<file path="src/rtl/output_level_pkg.sv">
// Shared definitions for the output_level gain meter.
//   log2_frac(m) : fractional part of log2(1 + m/256) in 1/256 units, used to
//                  build the mantissa table of the log2 stage.
//   DB_SCALE     : 20*log10(2)*10/256 scaled by 2^16, maps a Q4.8 log2
//                  difference to tenths of a dB.
//   MAX_TENTHS   : saturation value of the displayed magnitude (99.9 dB).
//   LOG_W        : width of a Q4.8 log2 value.
//   bcd_t        : one BCD display digit.
package output_level_pkg;

  localparam int unsigned DB_SCALE   = 15413;
  localparam int unsigned MAX_TENTHS = 999;
  localparam int          LOG_W      = 12;

  typedef logic [3:0] bcd_t;

  // round(256 * log2(1 + m/256)), clamped to 255. Integer-only so it can be
  // evaluated at elaboration: x holds (1 + m/256) in Q1.30 and each squaring
  // yields one fractional bit of the logarithm. Twenty bits are produced
  // and rounded down to eight.
  function automatic logic [7:0] log2_frac(input logic [7:0] m);
    logic [63:0] x;
    logic [19:0] acc;
    logic [20:0] rnd;
    x   = {55'd0, 1'b1, m} << 22;
    acc = '0;
    for (int i = 19; i >= 0; i--) begin
      x = (x * x) >> 30;
      if (x[31]) begin
        x      = x >> 1;
        acc[i] = 1'b1;
      end
    end
    rnd = {1'b0, acc} + 21'd2048;
    if (rnd[20]) return 8'd255;
    return rnd[19:12];
  endfunction

endpackage

</file>
<file path="src/rtl/output_level_log2.sv">
// Registered base-2 logarithm of an unsigned magnitude.
//   clk_i  : sample clock
//   rst_i  : synchronous reset, active-high
//   mag_i  : unsigned magnitude
//   log_o  : Q4.8 log2(mag_i), valid one edge later; 0 when mag_i is 0
//   zero_o : 1 when the registered magnitude was zero
module output_level_log2
  import output_level_pkg::*;
(
  input  logic             clk_i,
  input  logic             rst_i,
  input  logic [15:0]      mag_i,
  output logic [LOG_W-1:0] log_o,
  output logic             zero_o
);

  // Constant mantissa table, folded at elaboration.
  logic [7:0] lut [256];
  for (genvar g = 0; g < 256; g++) begin : g_lut
    assign lut[g] = log2_frac(8'(g));
  end

  logic [3:0]       pos;
  logic [7:0]       mant;
  logic [LOG_W-1:0] log_d, log_q;
  logic             zero_d, zero_q;

  always_comb begin
    // NOTE: every signal driven here gets a default first, so no path leaves
    // it unassigned and no latch is inferred.
    pos = '0;
    for (int i = 0; i < 16; i++) begin
      if (mag_i[i]) pos = 4'(i);
    end
    // Shifting left by 8 then right by pos puts the leading one at bit 8, so
    // the low byte is the eight bits below it, zero-padded for small values.
    mant   = 8'(({mag_i, 8'h00}) >> pos);
    log_d  = {pos, lut[mant]};
    zero_d = (mag_i == 16'd0);
  end

  always_ff @(posedge clk_i) begin
    // NOTE: state registers use non-blocking assignments so every flop samples
    // the values present before the edge, independent of statement order.
    if (rst_i) begin
      log_q  <= '0;
      zero_q <= 1'b0;
    end else begin
      log_q  <= log_d;
      zero_q <= zero_d;
    end
  end

  assign log_o  = log_q;
  assign zero_o = zero_q;

endmodule

</file>
<file path="src/rtl/output_level.sv">
// Output-stage gain meter: peak |inWave| and |outWave| over WINDOW samples,
// gain 20*log10(out_peak/in_peak) in tenths of a dB, shown as sign + 3 BCD.
//   clk_48  : 48 kHz sample clock, one sample per rising edge
//   reset_n : synchronous reset, active-high despite the name
//   inWave  : signed input-stage sample
//   outWave : signed output-stage sample
//   num2    : BCD tens-of-dB digit
//   num1    : BCD units-of-dB digit
//   num0    : BCD tenths-of-dB digit
//   neg     : 1 when the gain is negative (attenuation)
// Results appear three edges after the edge that closes a window.
module output_level
  import output_level_pkg::*;
#(
  parameter int unsigned WINDOW = 4800
) (
  input  logic               clk_48,
  input  logic               reset_n,
  input  logic signed [15:0] inWave,
  input  logic signed [15:0] outWave,
  output bcd_t               num2,
  output bcd_t               num1,
  output bcd_t               num0,
  output logic               neg
);

  localparam logic [15:0] LAST = 16'(WINDOW - 1);

  // Saturating magnitude: -32768 has no positive twin, so it maps to 32767.
  function automatic logic [14:0] mag15(input logic signed [15:0] s);
    logic [15:0] n;
    if (s == 16'sh8000) return 15'h7fff;
    n = 16'(-s);
    if (s[15]) return n[14:0];
    return s[14:0];
  endfunction

  logic [15:0]      cnt_q, cnt_d;
  logic [14:0]      run_in_q, run_in_d, run_out_q, run_out_d;
  logic [14:0]      hold_in_q, hold_in_d, hold_out_q, hold_out_d;
  logic [14:0]      mag_in, mag_out, peak_in, peak_out;
  logic [LOG_W-1:0] log_in, log_out;
  logic             zero_in, zero_out;
  logic [9:0]       tenths_q, tenths_d;
  logic             neg_r_q, neg_r_d;
  bcd_t             num2_q, num2_d, num1_q, num1_d, num0_q, num0_d;
  logic             neg_q;

  // Window peak tracking; the closing sample is folded into the held peak.
  always_comb begin
    mag_in     = mag15(inWave);
    mag_out    = mag15(outWave);
    peak_in    = (mag_in  > run_in_q)  ? mag_in  : run_in_q;
    peak_out   = (mag_out > run_out_q) ? mag_out : run_out_q;
    cnt_d      = cnt_q + 16'd1;
    run_in_d   = peak_in;
    run_out_d  = peak_out;
    hold_in_d  = hold_in_q;
    hold_out_d = hold_out_q;
    if (cnt_q == LAST) begin
      cnt_d      = '0;
      run_in_d   = '0;
      run_out_d  = '0;
      hold_in_d  = peak_in;
      hold_out_d = peak_out;
    end
  end

  output_level_log2 u_log_in (
    .clk_i  (clk_48),
    .rst_i  (reset_n),
    .mag_i  ({1'b0, hold_in_q}),
    .log_o  (log_in),
    .zero_o (zero_in)
  );

  output_level_log2 u_log_out (
    .clk_i  (clk_48),
    .rst_i  (reset_n),
    .mag_i  ({1'b0, hold_out_q}),
    .log_o  (log_out),
    .zero_o (zero_out)
  );

  // Gain in tenths of a dB from the Q4.8 log difference.
  logic signed [12:0] diff;
  logic [11:0]        abs_d;
  logic [31:0]        scaled;

  always_comb begin
    diff     = $signed({1'b0, log_out}) - $signed({1'b0, log_in});
    abs_d    = diff[12] ? 12'(-diff) : diff[11:0];
    scaled   = ({20'd0, abs_d} * DB_SCALE + 32'd32768) >> 16;
    tenths_d = (scaled > 32'(MAX_TENTHS)) ? 10'(MAX_TENTHS) : scaled[9:0];
    neg_r_d  = diff[12] && (tenths_d != 10'd0);
    // A silent input gives no meaningful ratio; a silent output is full mute.
    if (zero_in) begin
      tenths_d = '0;
      neg_r_d  = 1'b0;
    end else if (zero_out) begin
      tenths_d = 10'(MAX_TENTHS);
      neg_r_d  = 1'b1;
    end
  end

  logic [9:0] rem100;

  always_comb begin
    num2_d = 4'(tenths_q / 10'd100);
    rem100 = tenths_q % 10'd100;
    num1_d = 4'(rem100 / 10'd10);
    num0_d = 4'(rem100 % 10'd10);
  end

  always_ff @(posedge clk_48) begin
    if (reset_n) begin
      cnt_q      <= '0;
      run_in_q   <= '0;
      run_out_q  <= '0;
      hold_in_q  <= '0;
      hold_out_q <= '0;
      tenths_q   <= '0;
      neg_r_q    <= 1'b0;
      num2_q     <= '0;
      num1_q     <= '0;
      num0_q     <= '0;
      neg_q      <= 1'b0;
    end else begin
      cnt_q      <= cnt_d;
      run_in_q   <= run_in_d;
      run_out_q  <= run_out_d;
      hold_in_q  <= hold_in_d;
      hold_out_q <= hold_out_d;
      tenths_q   <= tenths_d;
      neg_r_q    <= neg_r_d;
      num2_q     <= num2_d;
      num1_q     <= num1_d;
      num0_q     <= num0_d;
      neg_q      <= neg_r_q;
    end
  end

  assign num2 = num2_q;
  assign num1 = num1_q;
  assign num0 = num0_q;
  assign neg  = neg_q;

endmodule

</file>
<file path="config.mk">
export PLATFORM = sky130hd
export DESIGN_NAME = output_level
export DESIGN_NICKNAME = d
export VERILOG_FILES = /design/src/rtl/output_level_pkg.sv /design/src/rtl/output_level_log2.sv /design/src/rtl/output_level.sv
export SDC_FILE = /design/constraint.sdc
export NUM_CORES = 1
export LEC_CHECK = 0
export BUFFER_PORTS_ARGS = -buffer_cell sky130_fd_sc_hd__buf_2
export CAP_MARGIN = 10
export CORE_MARGIN = 8
export CORE_UTILIZATION = 36
export DETAILED_ROUTE_END_ITERATION = 7
export PLACE_DENSITY = 0.59
export REMOVE_ABC_BUFFERS = 1
export SLEW_MARGIN = 20
export SYNTH_ARGS = -nofsm -noshare
export SYNTH_HDL_FRONTEND = slang
export SYNTH_SLANG_ARGS = --single-unit
</file>
<file path="constraint.sdc">
create_clock -name clk_48 -period 10.6 [get_ports clk_48]
set_input_delay 0.53 -clock clk_48 [delete_from_list [all_inputs] [get_ports clk_48]]
set_output_delay 0.53 -clock clk_48 [all_outputs]
set_load 0.005 [all_outputs]
</file>
==> results.py <==
metrics = {
    "grt": {
        "grt_usage_pct": 17.0,
        "gr-total-overflow": 0,
        "antenna_found_initial": 1,
        "grt_max_degree": 48,
        "grt_pass1_vias": 14800,
        "grt_pass1_wl_mm": 73.5,
    },
    "worst_setup_path": {
        "worst_r2r_path_depth": 34,
        "cp_max_fo": 10,
        "required_ns": 10.93,
        "r2r_end": "tenths_q[4]",
        "slowest_delay_ns": 0.60,
        "crit_slowest_cell": "o311ai_1",
        "reg2reg_slack_ns": 1.16,
        "start_kind": "flop",
        "timing_worst_setup_path_type": "reg2reg",
        "crit_buf_inv": 5,
        "cp_top_family": "compound AO/OA/AOI/OAI gates",
        "rr_startpoint": "u_log_out.log_o[0]",
        "endpoint_kind": "flop",
        "arrival_ns": 9.76,
    },
    "timing": {
        "min_period_ns": 9.44,
        "slew_viol_final": 0,
        "period_share_pct": 89.0,
        "rsz0062_at_grt": "false",
        "tightestPinTransition_ns": 1.08,
        "finalHoldViolations": 0,
        "setup_violations": 0,
        "fin_worst_skew_ns": 0.0131,
        "maxSlewHeadroom_pct": 28.1,
        "final.setup.tns_ns": 0,
        "timing.fmax_ghz": 0.106,
    },
    "clock_network": {
        "clock-sinks": 126,
        "cts-htree-levels": 4,
        "ctsLongestPathBuffers": 2,
        "post_cts_buffers": 0,
        "cts-buffers-inserted": 17,
        "holdBufCountCts": 0,
        "cts_tree": "built",
        "clockRootBuffer": "clkbuf_16",
        "cts_resized": 0,
        "clock_latency_ns": 0.44,
        "cts.clk_slew.worst_paths_ns": 0.06,
    },
    "min_path": {
        "hold_start": "tenths_q[0]",
        "hold_path_class": "reg2reg",
        "hold_path_depth": 1,
        "whs_endpoint": "num0[0]",
    },
    "status": {
        "outcome": "finished, final reports clean",
    },
    "synth": {
        "synth_compound_area_share_pct": 28.1,
        "yosys.area_share.xor_xnor_pct": 4.69,
        "synth-simple-area-share_pct": 19.2,
        "ys.flop_type": "dfxtp_1",
        "synthAdderAreaFrac_pct": 19.1,
        "synth_mux_area_share_pct": 4.50,
        "yosys-top-cells-area": "dfxtp_1, ha_1, fa_1",
        "ys_seq_area_share_pct": 15.9,
        "ys_ff_latch": 126,
        "synth_area_leader_cell": "dfxtp_1",
        "synth_top_family_by_area": "compound AO/OA/AOI/OAI gates",
        "avgSynthCellArea_um2": 7.42,
        "synth_top_area_share_pct": 15.9,
        "async_flop_share_pct": 0,
        "syn_inst": 2139,
        "yosysUniqueCellTypes": 99,
        "synth_edf_count": 0,
        "netlist_area_um2": 15900,
        "yosys_warnings": 0,
    },
    "detailed_routing": {
        "wl_per_cell_um": 16.3,
        "vias_per_cell": 5.71,
        "routed_wl_mm": 43.9,
        "drc": 0,
        "drtIter0Drc": 1282,
        "firstDrtPassIters": 5,
        "dr_total_vias": 15400,
        "final_antenna_net_count": 0,
    },
    "place": {
        "gp_congestion": 0.893,
        "io_buffer_count": 46,
        "hpwl_mm": 32.3,
        "numPlacedInstances": 2654,
    },
    "floorplanning": {
        "core_um2": 43800,
        "die-area_um2": 51100,
        "std_cell_rows": 77,
        "die_x_um": 226,
        "start_util_pct": 36.2,
        "num_io_pins": 47,
        "dieHeight_um": 226,
    },
    "pwr": {
        "irDropWorstVdd_mv": 0.0841,
        "power_leakage_uw": 0.00749,
        "p_per_area_nw_per_um2": 83.1,
        "p_total_uw": 1410,
    },
    "final_layout": {
        "instances_no_fill": 2687,
        "syn2layout_area_growth_pct": 7.23,
        "nNetsFinal": 2328,
        "layout-drive-gt1-share_pct": 7.21,
    },
    "flow_run": {
        "cap_violations": 0,
    },
}
-- routing by layer --
layer	global-route usage (%)	wire length, um
met1	22.5	20300
met2	28.2	20600
met3	2.58	2260
met4	5.32	739
met5	0	0
-- sequential cells by signal, summed over array words and instances (netlist names) --
name / flops
tenths_q: 10
hold_out_q: 15
u_log_out.log_o: 12
num1: 4
run_in_q: 15
run_out_q: 15
num0: 4
hold_in_q: 15
u_log_out.zero_o: 1
cnt_q: 16
u_log_in.zero_o: 1
neg: 1
u_log_in.log_o: 12
neg_r_q: 1
num2: 4
-- report_power, final --
group / leakage, uW / total [uW] / internal, uW / switching [uW]
registers: 0.00103 / 527 / 506 / 20.7
logic: 0.00618 / 302 / 129 / 172
clock network: 0.000281 / 586 / 351 / 235
total: 0.00749 / 1410 / 987 / 428
-- layout make-up --
class / instances / area, um2
tap: 592 / 741
fill: 4594 / 26800
timing repair buffer: 72 / 425
antenna: 1 / 2.50
clock inverter: 13 / 156
sequential: 126 / 2520
clock buffer: 19 / 433
inverter: 190 / 716
multi-input combinational: 1674 / 12000
-- worst max-delay path by stage --
stage / cells past startpoint / endpoint / slack (ns) / startpoint
floorplan: 34 / tenths_q[3] / 2.23 / u_log_out.log_o[0]
global placement: 34 / tenths_q[4] / 1.50 / u_log_out.log_o[0]
detailed placement: 34 / tenths_q[4] / 1.25 / u_log_out.log_o[0]
CTS: 34 / tenths_q[4] / 1.19 / u_log_out.log_o[0]
global route: 34 / tenths_q[3] / 0.45 / u_log_out.log_o[0]
finish: 34 / tenths_q[4] / 1.16 / u_log_out.log_o[0]
-- cells in the mapped netlist (17+ instances only) --
master    instances
xor2_1           40
clkbuf_1         90
o21ai_0         128
a21o_1           35
a211oi_1         36
o211ai_1         39
nor3_1           50
and2_1           18
inv_1           188
nor2b_1          21
ha_1            165
xnor2_1          45
buf_2            42
nor4_1           19
o31ai_1          17
nor2_1          191
a31oi_1          32
dfxtp_1         126
o21a_1           18
o22ai_1          40
fa_1             48
mux2i_1          59
nand3_1          61
nand4_1          17
a21oi_1         131
nand2_1         201
-- kinds of logic after synthesis --
kind of cell | count (synthesis)
mux | 68
buf+inv | 339
simple gates | 658
fa+ha+maj | 213
compound gates | 650
xor+xnor | 85
flops | 126
-- placed cells by master (no fill, tap or decap), types with 21 or more instances in the layout --
| cell | n |
|---|---|
| a211oi_1 | 34 |
| buf_4 | 26 |
| nor2_1 | 188 |
| o21ai_0 | 128 |
| fa_1 | 48 |
| nor2b_1 | 21 |
| a21oi_1 | 131 |
| dfxtp_1 | 126 |
| xor2_1 | 40 |
| buf_2 | 46 |
| o22ai_1 | 40 |
| mux2i_1 | 59 |
| nand3_1 | 61 |
| o211ai_1 | 39 |
| nand2_1 | 201 |
| nor3_1 | 50 |
| xnor2_1 | 45 |
| ha_1 | 165 |
| inv_1 | 188 |
| a21o_1 | 35 |
| a31oi_1 | 32 |
-- per-stage QoR --
step	worst slack, ns	hold WS (ns)	util [%]	cell area, um2
2_1_floorplan	2.23	0.414	-	15200
3_3_place_gp	1.50	0.425	37.5	16400
3_5_place_dp	1.25	0.427	37.5	16400
4_1_cts	1.19	0.440	38.8	17000
5_1_grt	0.449	0.466	38.8	17000
6_report	1.16	0.435	38.8	17000
(Power assumes the default switching activity.)
